File: src/rtl/io_frontend_if.sv
// Pad-side bus of io_frontend: raw buttons, sensor words and mode selects in,
// synchronised reset, tick, debounced buttons and status LEDs out.
interface io_frontend_if #(
   parameter int NUM_BTN   = 4,
   parameter int DIV_WIDTH = 8,
   parameter int DATA_W    = 16,
   parameter int LED_W     = 8
);
   logic [NUM_BTN-1:0]   btn;
   logic [DIV_WIDTH-1:0] div_sel;
   logic [DATA_W-1:0]    x_data;
   logic [DATA_W-1:0]    y_data;
   logic [1:0]           led_mode;
   logic                 rst_sync;
   logic                 tick;
   logic [NUM_BTN-1:0]   btn_level;
   logic [NUM_BTN-1:0]   btn_press;
   logic [NUM_BTN-1:0]   btn_release;
   logic [LED_W-1:0]     led;

   modport master (
      output btn, div_sel, x_data, y_data, led_mode,
      input  rst_sync, tick, btn_level, btn_press, btn_release, led
   );

   modport slave (
      input  btn, div_sel, x_data, y_data, led_mode,
      output rst_sync, tick, btn_level, btn_press, btn_release, led
   );
endinterface

File: src/rtl/io_frontend.sv
// Board glue: reset synchroniser, tick enable, button debounce and LED mux.
// Define IO_FRONTEND_REPEAT_EN to add auto-repeat press pulses on held buttons.
module io_frontend #(
   parameter int NUM_BTN         = 4,
   parameter int DEBOUNCE_CYCLES = 16,
   parameter int DIV_WIDTH       = 8,
   parameter int DATA_W          = 16,
   parameter int LED_W           = 8,
   parameter int REPEAT_DELAY    = 32,
   parameter int REPEAT_RATE     = 8
) (
   input logic         clk,
   input logic         rst,
   io_frontend_if.slave bus
);
   localparam int CW   = $clog2(DEBOUNCE_CYCLES + 1);
   localparam int HALF = LED_W / 2;
   localparam int HB_W = LED_W + 4;

   logic [1:0]           rst_pipe;
   logic                 rst_int;
   logic [DIV_WIDTH-1:0] div_cnt;
   logic                 tick_q;
   logic                 tick_next;
   logic [NUM_BTN-1:0]   sync_a;
   logic [NUM_BTN-1:0]   sync_b;
   logic [NUM_BTN-1:0]   level_q;
   logic [NUM_BTN-1:0]   press_q;
   logic [NUM_BTN-1:0]   release_q;
   logic [NUM_BTN-1:0]   flip;
   logic [NUM_BTN-1:0]   rep_fire;
   logic [CW-1:0]        stab [NUM_BTN];
   logic [7:0]           press_cnt;
   logic [HB_W-1:0]      hb;
   logic [LED_W-1:0]     led_q;
   logic [LED_W-1:0]     led_imu;
   logic [LED_W-1:0]     led_btn;
   logic [LED_W-1:0]     led_cnt;
   logic [LED_W-1:0]     led_hb;
   logic                 unused_imu;

   always_ff @(posedge clk or negedge rst) begin
      if (!rst) begin
         rst_pipe <= '0;
      end else begin
         rst_pipe <= {rst_pipe[0], 1'b1};
      end
   end

   assign rst_int = rst_pipe[1];

   // Lowering div_sel below the running count wraps at once via the >= compare.
   assign tick_next = (div_cnt >= bus.div_sel);

   always_ff @(posedge clk or negedge rst_int) begin
      if (!rst_int) begin
         div_cnt <= '0;
         tick_q  <= 1'b0;
      end else begin
         tick_q  <= tick_next;
         div_cnt <= tick_next ? '0 : div_cnt + 1'b1;
      end
   end

   always_comb begin
      flip = '0;
      for (int i = 0; i < NUM_BTN; i++) begin
         flip[i] = (sync_b[i] != level_q[i]) && (stab[i] == CW'(DEBOUNCE_CYCLES - 1));
      end
   end

`ifdef IO_FRONTEND_REPEAT_EN
   localparam int RMAX = (REPEAT_DELAY > REPEAT_RATE) ? REPEAT_DELAY : REPEAT_RATE;
   localparam int RW   = $clog2(RMAX + 1);

   logic [RW-1:0]      rep_cnt [NUM_BTN];
   logic [NUM_BTN-1:0] rep_armed;

   // Ticks are counted only while the level is steadily high; armed selects delay vs rate.
   always_comb begin
      rep_fire = '0;
      for (int i = 0; i < NUM_BTN; i++) begin
         if (level_q[i] && !flip[i] && tick_next) begin
            rep_fire[i] = rep_armed[i] ? (rep_cnt[i] == RW'(REPEAT_RATE - 1))
                                       : (rep_cnt[i] == RW'(REPEAT_DELAY - 1));
         end
      end
   end

   always_ff @(posedge clk or negedge rst_int) begin
      if (!rst_int) begin
         rep_armed <= '0;
         for (int i = 0; i < NUM_BTN; i++) rep_cnt[i] <= '0;
      end else begin
         for (int i = 0; i < NUM_BTN; i++) begin
            if (!level_q[i] || flip[i]) begin
               rep_cnt[i]   <= '0;
               rep_armed[i] <= 1'b0;
            end else if (tick_next) begin
               if (rep_fire[i]) begin
                  rep_cnt[i]   <= '0;
                  rep_armed[i] <= 1'b1;
               end else begin
                  rep_cnt[i] <= rep_cnt[i] + 1'b1;
               end
            end
         end
      end
   end
`else
   assign rep_fire = '0;
`endif

   always_ff @(posedge clk or negedge rst_int) begin
      if (!rst_int) begin
         sync_a    <= '0;
         sync_b    <= '0;
         level_q   <= '0;
         press_q   <= '0;
         release_q <= '0;
         for (int i = 0; i < NUM_BTN; i++) stab[i] <= '0;
      end else begin
         sync_a    <= bus.btn;
         sync_b    <= sync_a;
         level_q   <= level_q ^ flip;
         press_q   <= (flip & ~level_q) | rep_fire;
         release_q <= flip & level_q;
         for (int i = 0; i < NUM_BTN; i++) begin
            if ((sync_b[i] == level_q[i]) || flip[i]) begin
               stab[i] <= '0;
            end else begin
               stab[i] <= stab[i] + 1'b1;
            end
         end
      end
   end

   assign led_imu    = {bus.x_data[DATA_W-1 -: HALF], bus.y_data[DATA_W-1 -: HALF]};
   assign led_btn    = LED_W'(level_q);
   assign led_cnt    = LED_W'(press_cnt);
   assign led_hb     = hb[HB_W-1 -: LED_W];
   assign unused_imu = ^{bus.x_data, bus.y_data};

   always_ff @(posedge clk or negedge rst_int) begin
      if (!rst_int) begin
         press_cnt <= '0;
         hb        <= '0;
         led_q     <= '0;
      end else begin
         if (|press_q) press_cnt <= press_cnt + 1'b1;
         if (tick_q) hb <= hb + 1'b1;
         case (bus.led_mode)
            2'd0:    led_q <= led_imu;
            2'd1:    led_q <= led_btn;
            2'd2:    led_q <= led_cnt;
            default: led_q <= led_hb;
         endcase
      end
   end

   assign bus.rst_sync    = rst_int;
   assign bus.tick        = tick_q;
   assign bus.btn_level   = level_q;
   assign bus.btn_press   = press_q;
   assign bus.btn_release = release_q;
   assign bus.led         = led_q;
endmodule

File: src/flat_wrapper.sv
// flat-port wrapper written by rule: the top's interface ports become plain ports
module io_frontend_flat 
#(
   parameter int NUM_BTN         = 4,
   parameter int DEBOUNCE_CYCLES = 16,
   parameter int DIV_WIDTH       = 8,
   parameter int DATA_W          = 16,
   parameter int LED_W           = 8,
   parameter int REPEAT_DELAY    = 32,
   parameter int REPEAT_RATE     = 8
)
  (clk, rst, bus_btn, bus_div_sel, bus_x_data, bus_y_data, bus_led_mode, bus_rst_sync, bus_tick, bus_btn_level, bus_btn_press, bus_btn_release, bus_led);
  io_frontend_if #(.NUM_BTN(NUM_BTN), .DIV_WIDTH(DIV_WIDTH), .DATA_W(DATA_W), .LED_W(LED_W)) bus_i ();
  input logic clk;
  input logic rst;
  input wire logic [$bits(bus_i.btn)-1:0] bus_btn;
  input wire logic [$bits(bus_i.div_sel)-1:0] bus_div_sel;
  input wire logic [$bits(bus_i.x_data)-1:0] bus_x_data;
  input wire logic [$bits(bus_i.y_data)-1:0] bus_y_data;
  input wire logic [$bits(bus_i.led_mode)-1:0] bus_led_mode;
  output wire logic [$bits(bus_i.rst_sync)-1:0] bus_rst_sync;
  output wire logic [$bits(bus_i.tick)-1:0] bus_tick;
  output wire logic [$bits(bus_i.btn_level)-1:0] bus_btn_level;
  output wire logic [$bits(bus_i.btn_press)-1:0] bus_btn_press;
  output wire logic [$bits(bus_i.btn_release)-1:0] bus_btn_release;
  output wire logic [$bits(bus_i.led)-1:0] bus_led;
  assign bus_i.btn = bus_btn;
  assign bus_i.div_sel = bus_div_sel;
  assign bus_i.x_data = bus_x_data;
  assign bus_i.y_data = bus_y_data;
  assign bus_i.led_mode = bus_led_mode;
  assign bus_rst_sync = bus_i.rst_sync;
  assign bus_tick = bus_i.tick;
  assign bus_btn_level = bus_i.btn_level;
  assign bus_btn_press = bus_i.btn_press;
  assign bus_btn_release = bus_i.btn_release;
  assign bus_led = bus_i.led;
  io_frontend #(.NUM_BTN(NUM_BTN), .DEBOUNCE_CYCLES(DEBOUNCE_CYCLES), .DIV_WIDTH(DIV_WIDTH), .DATA_W(DATA_W), .LED_W(LED_W), .REPEAT_DELAY(REPEAT_DELAY), .REPEAT_RATE(REPEAT_RATE)) u_core (.clk(clk), .rst(rst), .bus(bus_i));
endmodule
File: config.mk
export PLATFORM = sky130hd
export DESIGN_NAME = io_frontend_flat
export DESIGN_NICKNAME = d
export VERILOG_FILES = /design/src/rtl/io_frontend_if.sv /design/src/rtl/io_frontend.sv /design/src/flat_wrapper.sv
export SDC_FILE = /design/constraint.sdc
export NUM_CORES = 1
export LEC_CHECK = 0
export ABC_AREA = 1
export CORE_UTILIZATION = 46
export CTS_BUF_LIST = sky130_fd_sc_hd__clkbuf_16
export DETAILED_ROUTE_END_ITERATION = 8
export PLACE_DENSITY_LB_ADDON = 0.15
export SLEW_MARGIN = 20
export SYNTH_ARGS = -nofsm -noshare
export SYNTH_HDL_FRONTEND = slang
export SYNTH_SLANG_ARGS = --single-unit
File: constraint.sdc
create_clock -name clk -period 2.35 [get_ports clk]
set_clock_uncertainty 0.1 [all_clocks]
set_input_delay 0.47 -clock clk [delete_from_list [all_inputs] [get_ports clk]]
set_output_delay 0.47 -clock clk [all_outputs]
set_load 0.01 [all_outputs]
Word level (Yosys, flattened, before mapping):

Index checks and enable logic that the tools add are counted.

* order comparisons: 1
* reduce and logical (&&, ||, !) cells: 10
* bitwise logic cells: 4
* multiplexer cells: 6
* add/subtract/negate cells: 7
* eq/ne operators: 14

Operators with widths (number)
* $pmux W8 S3: 1
* $add A5 B1 Y5 const B: 4
* $eq A5 B4 Y1 const B: 4
* $mux W5: 4
* $add A8 B1 Y8 const B: 2
* $add A12 B1 Y12 const B: 1
* $and A4 B4 Y4: 2
* $ge A8 B8 Y1: 1
* $mux W8: 1
* $eq A1 B1 Y1: 4
* $logic_and A1 B1 Y1: 4
* $logic_or A1 B1 Y1: 4
* $ne A1 B1 Y1: 4
* $not A4 Y4: 1
* $reduce_or A4 Y1: 1
* $xor A4 B4 Y4: 1
* $eq A2 B1 Y1 const B: 1
* $eq A2 B2 Y1 const B: 1
* $logic_not A2 Y1: 1

* output and inout port bits: 22
* bits of input ports: 48
* register bits after elaboration: 79

Longest topological paths before layout:

* depth after elaboration: 4
* mapped depth: 10
* depth with buffers taken out: 10

Worst setup path before layout:

Ideal clock, no wire load.

* path kind: reg-to-output
* from: reg u_core.rst_pipe[1]
* to: out bus_rst_sync
* path buffers: 0
* cell stages (with the launch flop): 1
* path slack: -0.233 ns
* arrival: 2.013 ns
* path through: dfrtp_1

RTL lines
* start, declared: line io_frontend.sv:20 `logic [1:0] rst_pipe;`
* start signal, assigned: line io_frontend.sv:46 `rst_pipe <= {rst_pipe[0], 1'b1};`
* end, declared: line flat_wrapper.sv:21 `output wire logic [$bits(bus_i.rst_sync)-1:0] bus_rst_sync;`

No word-level cell between the ends.

==> results.sh <==
export IMPL_tightest_slew_ns=0.921
export IMPL_status="finished clean"
export IMPL_avgSynthCellArea_um2=9.51
export IMPL_path_cells="clkdlybuf4s50_1"
export IMPL_rsz0062_at_grt="no"
export IMPL_yosysMostFrequentCell="nand2_1"
export IMPL_ys_flop_type="dfrtp_1"
export IMPL_io_buffers=45
export IMPL_synth_distinct_cells=24
export IMPL_netlist_instances=367
export IMPL_gp_congestion=0.777
export IMPL_drive_gt1_share_pct=6.26
export IMPL_finalSetupViolations=0
export IMPL_die_y_um=89.1
export IMPL_hold_viol_final=0
export IMPL_dr_pass1_iters=4
export IMPL_postCtsSetupRepairBufs=0
export IMPL_endpoint_kind="output pin"
export IMPL_critical_path_max_fanout=6
export IMPL_finalCritPeriodShare_pct=81.2
export IMPL_cts_max_level=3
export IMPL_placement_rows=31
export IMPL_die_x_um=89.1
export IMPL_core_um2=7290
export IMPL_critPathBufInv=1
export IMPL_synth_seq_cells=79
export IMPL_crit_type="flop to output pin"
export IMPL_cts_tree="yes"
export IMPL_syn_area_um2=3490
export IMPL_cts_path_max_buffers=2
export IMPL_async_reset_ff_share_pct=100
export IMPL_fmax_mhz=524
export IMPL_vias_per_cell=4.72
export IMPL_synth_top_area_cell="dfrtp_1"
export IMPL_synth_area_leaders="dfrtp_1 (57%), nand2_1 (9.1%), ha_1 (6.8%)"
export IMPL_num_antenna_cells=0
export IMPL_cts_sinks=79
export IMPL_hpwl_um=4620
export IMPL_grt_max_degree=78
export IMPL_finalMaxSlewViolations=0
export IMPL_ctsHoldBuffers=0
export IMPL_power_density_nw_per_um2=780
export IMPL_cts_root_buf="clkbuf_16"
export IMPL_yosys_warnings=0
export IMPL_power_leakage_nw=2.10
export IMPL_post_route_drc_count=0
export IMPL_ant_nets=0
export IMPL_fin_nets=493
export IMPL_track_usage_pct=18.3
export IMPL_cp_slowest_cell="clkdlybuf4s50_1"
export IMPL_grt_pass1_wl_um=10800
export IMPL_area_growth_pct=25.5
export IMPL_initial_core_util_pct=47.9
export IMPL_drt_wirelength_per_cell_um=12.0
export IMPL_relSlewSlack_pct=38.6
export IMPL_critPathLaunchType="flop"
export IMPL_fin_util_pct=60.1
export IMPL_synthTopCellsByCount="nand2_1 (85), dfrtp_1 (79), inv_1 (52)"
export IMPL_tns_ns=0
export IMPL_insertion_delay_ns=0.33
export IMPL_cp_required_ns=1.78
export IMPL_worstPathArrival_ns=1.34
export IMPL_whs_ns=0.244
export IMPL_clkSlewWorstSetupHoldPaths_ns=0.06
export IMPL_cap_violations=0
export IMPL_ys_seq_area_share_pct=56.7
export IMPL_synth_top_area_share_pct=56.7
export IMPL_synth_edf_count=0
export IMPL_routed_wl_um=6360
export IMPL_cts_buffers=9
export IMPL_grt_pass1_vias=2490
export IMPL_grt_overflow_total=0
export IMPL_io_pins=70
export IMPL_vias=2501
export IMPL_drt_iter0_drc=98
export IMPL_cts_resized=0
export IMPL_min_path_type="flop to flop"
export IMPL_dieArea_um2=7940
export IMPL_crit_family="buffers and inverters"
export IMPL_syn_num_nets=434
export IMPL_antenna_found_initial=0
export IMPL_critPathMaxStageDelay_ns=0.57
export IMPL_ir_drop_mv=0.502
export IMPL_min_period_ns=1.91
## layer usage
layer  part of all wire (%)  GRT usage, %  wire [um]  up-vias
met4                    1.5          6.78         96        0
met2                     49          30.0       3130       39
met5                      0             0          0        -
met3                    3.9          5.72        247       10
met1                     45          22.8       2890     1171
li1                       -             -          -     1281
## through the flow
stage               cells  cell area (um2)  setup slack [ns]  power (W)
floorplan             367             3490             0.529    0.00195
global placement      514             4090             0.252    0.00209
finish                530             4380             0.441    0.00342
detailed placement    514             4090             0.235    0.00211
CTS                   530             4380             0.415    0.00345
global route          530             4380             0.379    0.00360
## cell families after synthesis
group | synth area share, %
AOI/OAI and AO/OA | 4.63
xor gates and xnor gates | 4.52
adders and majority gates | 6.81
buffers and inverters | 5.59
DFF | 56.7
muxes | 0.323
other | 0.107
and+or+nand+nor | 21.4
## layout make-up
cell class                 instances  area [um2]
fill                             668        2910
multi-input combinational        236        1320
inverter                          52         195
timing repair buffer              48         473
sequential                        79        1980
clock inverter                     7        63.8
tap                               99         124
clock buffer                       9         225
## registers in the layout, summed over array words and instances (netlist names), named ones only
name,count
u_core.bus.btn_press,4
u_core.bus.btn_release,4
u_core.bus.led,8
u_core.bus.tick,1
u_core.div_cnt,8
u_core.hb,12
u_core.led_cnt,8
u_core.rst_pipe,2
u_core.stab,20
u_core.sync_a,4
u_core.sync_b,4
## report_power, final
| part | internal, W | switching, W | total [W] |
|---|---|---|---|
| Clock | 0.000812 | 0.000519 | 0.00133 |
| Combinational | 0.000228 | 0.000246 | 0.000474 |
| Sequential | 0.00149 | 0.000126 | 0.00161 |
| Total | 0.00253 | 0.000891 | 0.00342 |
## worst paths after layout
| kind | from | to | slack [ns] | cells after the start |
|---|---|---|---|---|
| worst min register to register | u_core.sync_a[3] | u_core.sync_b[3] | 0.24 | 0 |
| min in group asynchronous | rst | u_core.rst_pipe[1] | 0.25 | 1 |
| max in group asynchronous | u_core.rst_pipe[1] | u_core.hb[8] | 1.09 | 1 |
| worst min-delay path | u_core.sync_a[3] | u_core.sync_b[3] | 0.24 | 0 |
| worst max register to register | u_core.stab[15] | u_core.stab[17] | 0.59 | 7 |
| worst max-delay path | flop | bus_btn_level[0] | 0.44 | 1 |
## cells in the final DEF (no fill, tap or decap), types with 2 or more instances in the layout
| cell | n |
|---|---|
| nor3b_1 | 5 |
| o221ai_1 | 3 |
| nor2_1 | 47 |
| inv_1 | 52 |
| clkinv_1 | 2 |
| clkbuf_16 | 9 |
| clkdlybuf4s50_1 | 45 |
| o2111ai_1 | 4 |
| xnor2_1 | 8 |
| ha_1 | 19 |
| clkinv_2 | 2 |
| nand2_2 | 2 |
| o21ai_0 | 8 |
| buf_4 | 3 |
| xor2_1 | 10 |
| a21oi_1 | 9 |
| dfrtp_1 | 78 |
| nand3_1 | 15 |
| nand4_1 | 10 |
| nand2_1 | 85 |
| nor2_4 | 3 |
Note: power is estimated with default switching activity, not from simulation.
